==> config.mk <==
export PLATFORM = sky130hd
export DESIGN_NAME = gate_exerciser
export DESIGN_NICKNAME = d
export VERILOG_FILES = /design/src/rtl/gate_exerciser.sv
export SDC_FILE = /design/constraint.sdc
export NUM_CORES = 1
export LEC_CHECK = 0
export ABC_AREA = 1
export CAP_MARGIN = 15
export CORE_UTILIZATION = 50
export DETAILED_ROUTE_END_ITERATION = 6
export PLACE_DENSITY = 0.86
export SYNTH_ARGS = -nofsm -noshare
export SYNTH_HDL_FRONTEND = slang
export SYNTH_SLANG_ARGS = --single-unit
==> constraint.sdc <==
create_clock -name clk -period 2 [get_ports clk]
set_clock_uncertainty 0.2 [all_clocks]
set_input_delay 0.6 -clock clk [delete_from_list [all_inputs] [get_ports clk]]
set_output_delay 0.6 -clock clk [all_outputs]
set_load 0.01 [all_outputs]
==> src/rtl/gate_exerciser.sv <==
// Stimulus driver / response checker for 2-input gates: sweeps {a,b} through 00..11, samples y, counts mismatches.
// Optional first-fail capture ports enabled by defining GATE_EXERCISER_FAIL_CAPTURE_EN.
module gate_exerciser #(
    parameter int unsigned SETTLE = 2,
    parameter int unsigned ERR_W  = 8
) (
    input  logic             clk,
    input  logic             rst_n,
    input  logic             start,
    input  logic             abort,
    input  logic             clr,
    input  logic [2:0]       gate_sel,
    input  logic             y,
    output logic             a,
    output logic             b,
    output logic             busy,
    output logic             done,
    output logic             pass,
    output logic [ERR_W-1:0] err_cnt
`ifdef GATE_EXERCISER_FAIL_CAPTURE_EN
    ,
    output logic [1:0]       fail_vec,
    output logic             fail_valid
`endif
);

    typedef enum logic [1:0] {IDLE, RUN, DONE} state_t;

    localparam logic [7:0]       SETTLE_C = 8'(SETTLE);
    localparam logic [ERR_W-1:0] ERR_MAX  = '1;

    state_t     state;
    logic [2:0] sel_q;
    logic [1:0] vec;
    logic [7:0] cnt;
    logic       failed;
    logic       expected;
    logic       sample;
    logic       mismatch;

    assign a = vec[1];
    assign b = vec[0];

    // NOTE: expected gets a default first so no path through the case leaves it unassigned (no latch).
    always_comb begin
        expected = vec[1] & vec[0];
        case (sel_q)
            3'd1:    expected = vec[1] | vec[0];
            3'd2:    expected = vec[1] ^ vec[0];
            3'd3:    expected = ~(vec[1] & vec[0]);
            3'd4:    expected = ~(vec[1] | vec[0]);
            3'd5:    expected = ~(vec[1] ^ vec[0]);
            default: expected = vec[1] & vec[0];
        endcase
    end

    // An abort in the sampling cycle suppresses the sample entirely.
    assign sample   = (state == RUN) && !abort && (cnt == SETTLE_C);
    assign mismatch = sample && (y != expected);

    // NOTE: all state here is sequential, so every assignment is non-blocking.
    always_ff @(posedge clk or negedge rst_n) begin
        if (!rst_n) begin
            state   <= IDLE;
            sel_q   <= 3'd0;
            vec     <= 2'd0;
            cnt     <= 8'd0;
            failed  <= 1'b0;
            busy    <= 1'b0;
            done    <= 1'b0;
            pass    <= 1'b0;
            err_cnt <= '0;
        end else begin
            done <= 1'b0;
            case (state)
                IDLE: begin
                    if (start && !abort) begin
                        state  <= RUN;
                        sel_q  <= gate_sel;
                        vec    <= 2'd0;
                        cnt    <= 8'd0;
                        failed <= 1'b0;
                        busy   <= 1'b1;
                        pass   <= 1'b0;
                    end
                end
                RUN: begin
                    if (abort) begin
                        state <= IDLE;
                        vec   <= 2'd0;
                        cnt   <= 8'd0;
                        busy  <= 1'b0;
                        pass  <= 1'b0;
                    end else if (sample) begin
                        cnt <= 8'd0;
                        if (mismatch) failed <= 1'b1;
                        if (vec == 2'd3) begin
                            state <= DONE;
                            done  <= 1'b1;
                            pass  <= !(failed || mismatch);
                            vec   <= 2'd0;
                        end else begin
                            vec <= vec + 2'd1;
                        end
                    end else begin
                        cnt <= cnt + 8'd1;
                    end
                end
                DONE: begin
                    state <= IDLE;
                    busy  <= 1'b0;
                end
                default: begin
                    state <= IDLE;
                    busy  <= 1'b0;
                end
            endcase

            // clr takes priority over a coincident mismatch increment.
            if (clr)
                err_cnt <= '0;
            else if (mismatch && (err_cnt != ERR_MAX))
                err_cnt <= err_cnt + ERR_W'(1);
        end
    end

`ifdef GATE_EXERCISER_FAIL_CAPTURE_EN
    always_ff @(posedge clk or negedge rst_n) begin
        if (!rst_n) begin
            fail_vec   <= 2'd0;
            fail_valid <= 1'b0;
        end else if (clr) begin
            fail_vec   <= 2'd0;
            fail_valid <= 1'b0;
        end else if (mismatch && !fail_valid) begin
            fail_vec   <= vec;
            fail_valid <= 1'b1;
        end
    end
`endif

endmodule

==> results by stage <==
Status:
- The flow ran to the end, and the final reports show no timing, DRC or antenna violations.

Setup path:
- Data on the critical path arrives at its endpoint at 1.10 ns.
- The signal on the critical path passes through dlygate4sd2_1.
- The worst setup path is captured at an output port.
- On the worst path, the slowest cell contributes a delay of 0.47 ns.
- The master of the slowest instance on the critical path is sky130_fd_sc_hd__dfrtp_2.
- STA classifies the critical path startpoint as a register.
- Of all nets on the critical path, the largest fanout is 4.
- The worst setup path is of the register to output port kind.
- Among cell families on the critical path, the largest total delay comes from flip-flops.
- Together, buffers and inverters on the worst path number 1.
- For the worst setup path, the data required time is 1.20 ns.

CTS:
- The TritonCTS clock tree is done.
- The number of hold buffers added after cts is 0.
- The root buffer selected by CTS is sky130_fd_sc_hd__clkbuf_4.
- The clock sink count is 27.
- For the worst-skew pair, the clock arrives at the later sink with an insertion delay of 0.34 ns.
- The level count of the clock H-tree is 1.
- Clock-pin slew was measured on the worst setup and hold paths at 0.15 ns.
- The number of CTS-inserted buffers is 3.
- In this run the deepest clock path goes through 2 buffers.

STA:
- The number of setup violations in the final report is 0.
- The max-slew violation count is 0.
- Static timing analysis puts the maximum clock frequency at 527 MHz.
- The accumulated negative setup slack is 0 ns.
- The worst slack on hold paths is 0.294 ns.
- The final-report hold violation count is 0.
- For the pin with the worst max-slew slack, the measured transition is 0.383 ns.
- The worst path needs 1.90 ns of the cycle, external delays included.
- The part of the cycle the worst path needs is 95.0%.
- The relative max-transition margin is 74.3%.
- The worst path meets setup with 0.101 ns of slack.

Synth:
- For this run, the register share of the synthesized area comes to 44.4%.
- In this run, synthesis produced a sequential element count of 27.
- The Yosys step of the flow raised 0 warnings.
- Ranked by total cell area, the synthesized netlist is headed by sky130_fd_sc_hd__dfrtp_1 44%, sky130_fd_sc_hd__nand2_1 12%, sky130_fd_sc_hd__nand3_1 6.9%, sky130_fd_sc_hd__inv_1 5.7%, sky130_fd_sc_hd__nor2_1 5.7%.
- The number of enable-type register cells in the synthesized netlist is 0.
- The share of the synthesized area in the top cell type is 44.4%.
- The synthesized instance count is 195.
- The most used standard cell by instance count after synthesis is sky130_fd_sc_hd__nand2_1.
- Yosys mapped the design onto 29 distinct sky130hd cell types.
- The cell area that synthesis handed to floorplanning was 0.00152 mm2.
- The number of nets handed over by synthesis was 209.
- Of all cell types, the one taking the most synthesized area is sky130_fd_sc_hd__dfrtp_1.
- The share of flip-flops with an asynchronous set or reset after synthesis is 100%.
- Ranked by instance count, the synthesized netlist is headed by 49 x sky130_fd_sc_hd__nand2_1, 27 x sky130_fd_sc_hd__dfrtp_1, 23 x sky130_fd_sc_hd__inv_1, 23 x sky130_fd_sc_hd__nor2_1, 21 x sky130_fd_sc_hd__nand3_1.
- Dividing the synthesized area by the synthesized cell count gives 7.80 um2.
- The leading register cell type out of synthesis is sky130_fd_sc_hd__dfrtp_1.

Routing:
- The average wire per standard cell is 12.0 um.
- The detail route stage leaves a number of antenna-violating nets equal to 0.
- Summed over all layers, the routed wires come to 3.23 mm.
- For this block, the via count after detailed routing is 1390.
- The number of DRC violations after detailed routing is 0.
- The first routing iteration left 53 violations.
- Using the TritonRoute via totals, the vias-per-cell ratio works out to 5.17.
- The pre-antenna-repair detailed-routing pass consisted of 4 iterations.

Final layout:
- The layout overhead on the synthesized area is 30.8%.
- The number of antenna diodes in the final layout is 0.
- In the final layout, the multi-input gates occupy 803 um2.
- The ratio of cells with drive above 1 in the final layout is 21.8%.
- For this run, the post-layout net count is 253.
- The count of filler cells inserted in the layout is 233.
- The storage element area is 677 um2.

Pwr:
- The worst vdd rail ir drop is 0.000635 V.
- The total power per unit cell area is 844 mW/mm2.
- The leakage component of the power is 1.07 nW.

GRT:
- The first global-routing pass estimated 5.21 mm of wire.
- The number of antenna violations at the first check in global routing is 0.
- After global routing the overflow that remains totals 0.
- The via count of the first global-routing pass came to 1276.
- Entering global routing, the biggest net connects 28 pins.
- The total global routing track utilization is 20.6%.

Placed design:
- The number of input and output port buffers inserted is 21.
- At the end of routability-driven placement, the weighted congestion stood at 0.842.
- Summed over all nets, the half-perimeter wirelength after detailed placement is 2.22 mm.
- OpenSTA, run right after detailed placement, puts the worst setup slack at -0.168 ns.

Floorplan:
- The placement row count is 19.
- The die span in y is 57.2 um.
- The initial core utilization is 53.8%.
- Measured along the x axis, the die boundary spans 57.2 um.
- The core region is 0.00283 mm2.
- The floorplan step defined a die boundary enclosing 0.00327 mm2.
- The number of top-level pins is 22.

Hold path:
- The worst min-delay path class is register to register.

Run:
- Across the run, the number of max-cap violations was 0.
==> cells in the final DEF, fill, tap and decap left out <==
cell type                          n
sky130_fd_sc_hd__inv_4             1
sky130_fd_sc_hd__nor4_1            1
sky130_fd_sc_hd__nor3_2            2
sky130_fd_sc_hd__o22ai_1           1
sky130_fd_sc_hd__dlygate4sd2_1    13
sky130_fd_sc_hd__dfrtp_1          26
sky130_fd_sc_hd__buf_4            17
sky130_fd_sc_hd__clkdlybuf4s50_1   8
sky130_fd_sc_hd__nand2_1          45
sky130_fd_sc_hd__nor2_1           23
sky130_fd_sc_hd__nor2_2            1
sky130_fd_sc_hd__clkinvlp_4        1
sky130_fd_sc_hd__nand2_8           1
sky130_fd_sc_hd__ha_1              3
sky130_fd_sc_hd__xor2_1            4
sky130_fd_sc_hd__dfrtp_2           1
sky130_fd_sc_hd__clkinv_1          1
sky130_fd_sc_hd__o21ai_1           1
sky130_fd_sc_hd__a21oi_2           1
sky130_fd_sc_hd__and3_1            1
sky130_fd_sc_hd__nand4_2           1
sky130_fd_sc_hd__inv_2             5
sky130_fd_sc_hd__buf_6             1
sky130_fd_sc_hd__xnor2_1           1
sky130_fd_sc_hd__ha_4              2
sky130_fd_sc_hd__nor2_4            1
sky130_fd_sc_hd__nand4_1           2
sky130_fd_sc_hd__nand2_2           7
sky130_fd_sc_hd__nand3_1          18
sky130_fd_sc_hd__o21ai_0           6
sky130_fd_sc_hd__nand3_4           1
sky130_fd_sc_hd__clkinv_2          1
sky130_fd_sc_hd__nor3_1            3
sky130_fd_sc_hd__nand3_2           4
sky130_fd_sc_hd__a21oi_1           9
sky130_fd_sc_hd__nand3b_4          1
sky130_fd_sc_hd__inv_1            20
sky130_fd_sc_hd__clkbuf_4          3
==> worst paths after layout <==
check / slack (ns) / to / cells past startpoint / start
min in group asynchronous: 0.41 / state[0]$_DFFE_PN0P_ / 2 / rst_n
min: 0.29 / busy$_DFFE_PN0P_ / 2 / busy$_DFFE_PN0P_
max: 0.10 / a / 1 / vec[1]$_DFFE_PN0P_
max in group asynchronous: 0.91 / vec[1]$_DFFE_PN0P_ / 2 / rst_n
min reg2reg: 0.29 / busy$_DFFE_PN0P_ / 2 / busy$_DFFE_PN0P_
max reg2reg: 0.11 / err_cnt[2]$_DFFE_PN0P_ / 12 / vec[0]$_DFFE_PN0P_
==> layout make-up <==
cell class                 count  area share, %
multi-input combinational    140           40.4
sequential                    27           34.0
timing repair buffer          39           16.7
inverter                      28           5.47
tap                           31           1.95
clock buffer                   3           1.13
clock inverter                 1          0.377
==> flip-flops by register name (all words and copies together), names as in the netlist <==
| register | flops |
|---|---|
| busy | 1 |
| cnt | 8 |
| done | 1 |
| err_cnt | 8 |
| failed | 1 |
| pass | 1 |
| sel_q | 3 |
| state | 2 |
| vec | 2 |
==> per-stage QoR <==
stage	instances	power, mW	instance area (um2)	utilization (%)
2_1_floorplan	195	1.13	1520	-
3_3_place_gp	257	1.34	1850	65.3
3_5_place_dp	257	1.36	1850	65.3
4_1_cts	269	1.61	1920	67.9
5_1_grt	269	1.82	1990	70.4
6_report	269	1.68	1990	70.4
==> worst min-delay path: stages, from the launching register on <==
cell	delay, ns
sky130_fd_sc_hd__dfrtp_1	0.38
sky130_fd_sc_hd__nand2_1	0.05
sky130_fd_sc_hd__nand2_1	0.05
==> power by group <==
group	leakage (nW)	internal [mW]	switching (mW)
logic	0.697	0.300	0.421
registers	0.357	0.640	0.0757
clock network	0.0139	0.0768	0.166
total	1.07	1.02	0.662
==> per-layer routing <==
| metal | routed length (um) | up-vias | GRT usage, % |
|---|---|---|---|
| met5 | 0 | - | 0 |
| met4 | 66 | 0 | 8.36 |
| met2 | 1620 | 28 | 36.8 |
| met3 | 87 | 5 | 2.04 |
| met1 | 1460 | 646 | 25.7 |
| li1 | - | 711 | - |
==> what timing repair did <==
item,CTS,global route
endpoints found under the setup margin,13,8
pin swaps,0,4
gates resized for setup,13,17
cloned,0,1
buffers inserted,8,0
hold endpoints to repair,0,0
==> cell families (layout without fill, tap and decap cells) <==
| group | after synthesis | count (layout) | share of synthesized area [%] |
|---|---|---|---|
| AND/OR/NAND/NOR | 111 | 112 | 35.0 |
| flip-flops | 27 | 27 | 44.4 |
| AO/OA/AOI/OAI | 18 | 18 | 6.25 |
| buffers and inverters | 29 | 71 | 7.32 |
| XOR/XNOR | 5 | 5 | 2.88 |
| adder cells (fa/ha/maj) | 5 | 5 | 4.11 |
No activity file was read; power rests on OpenSTA's default activity.
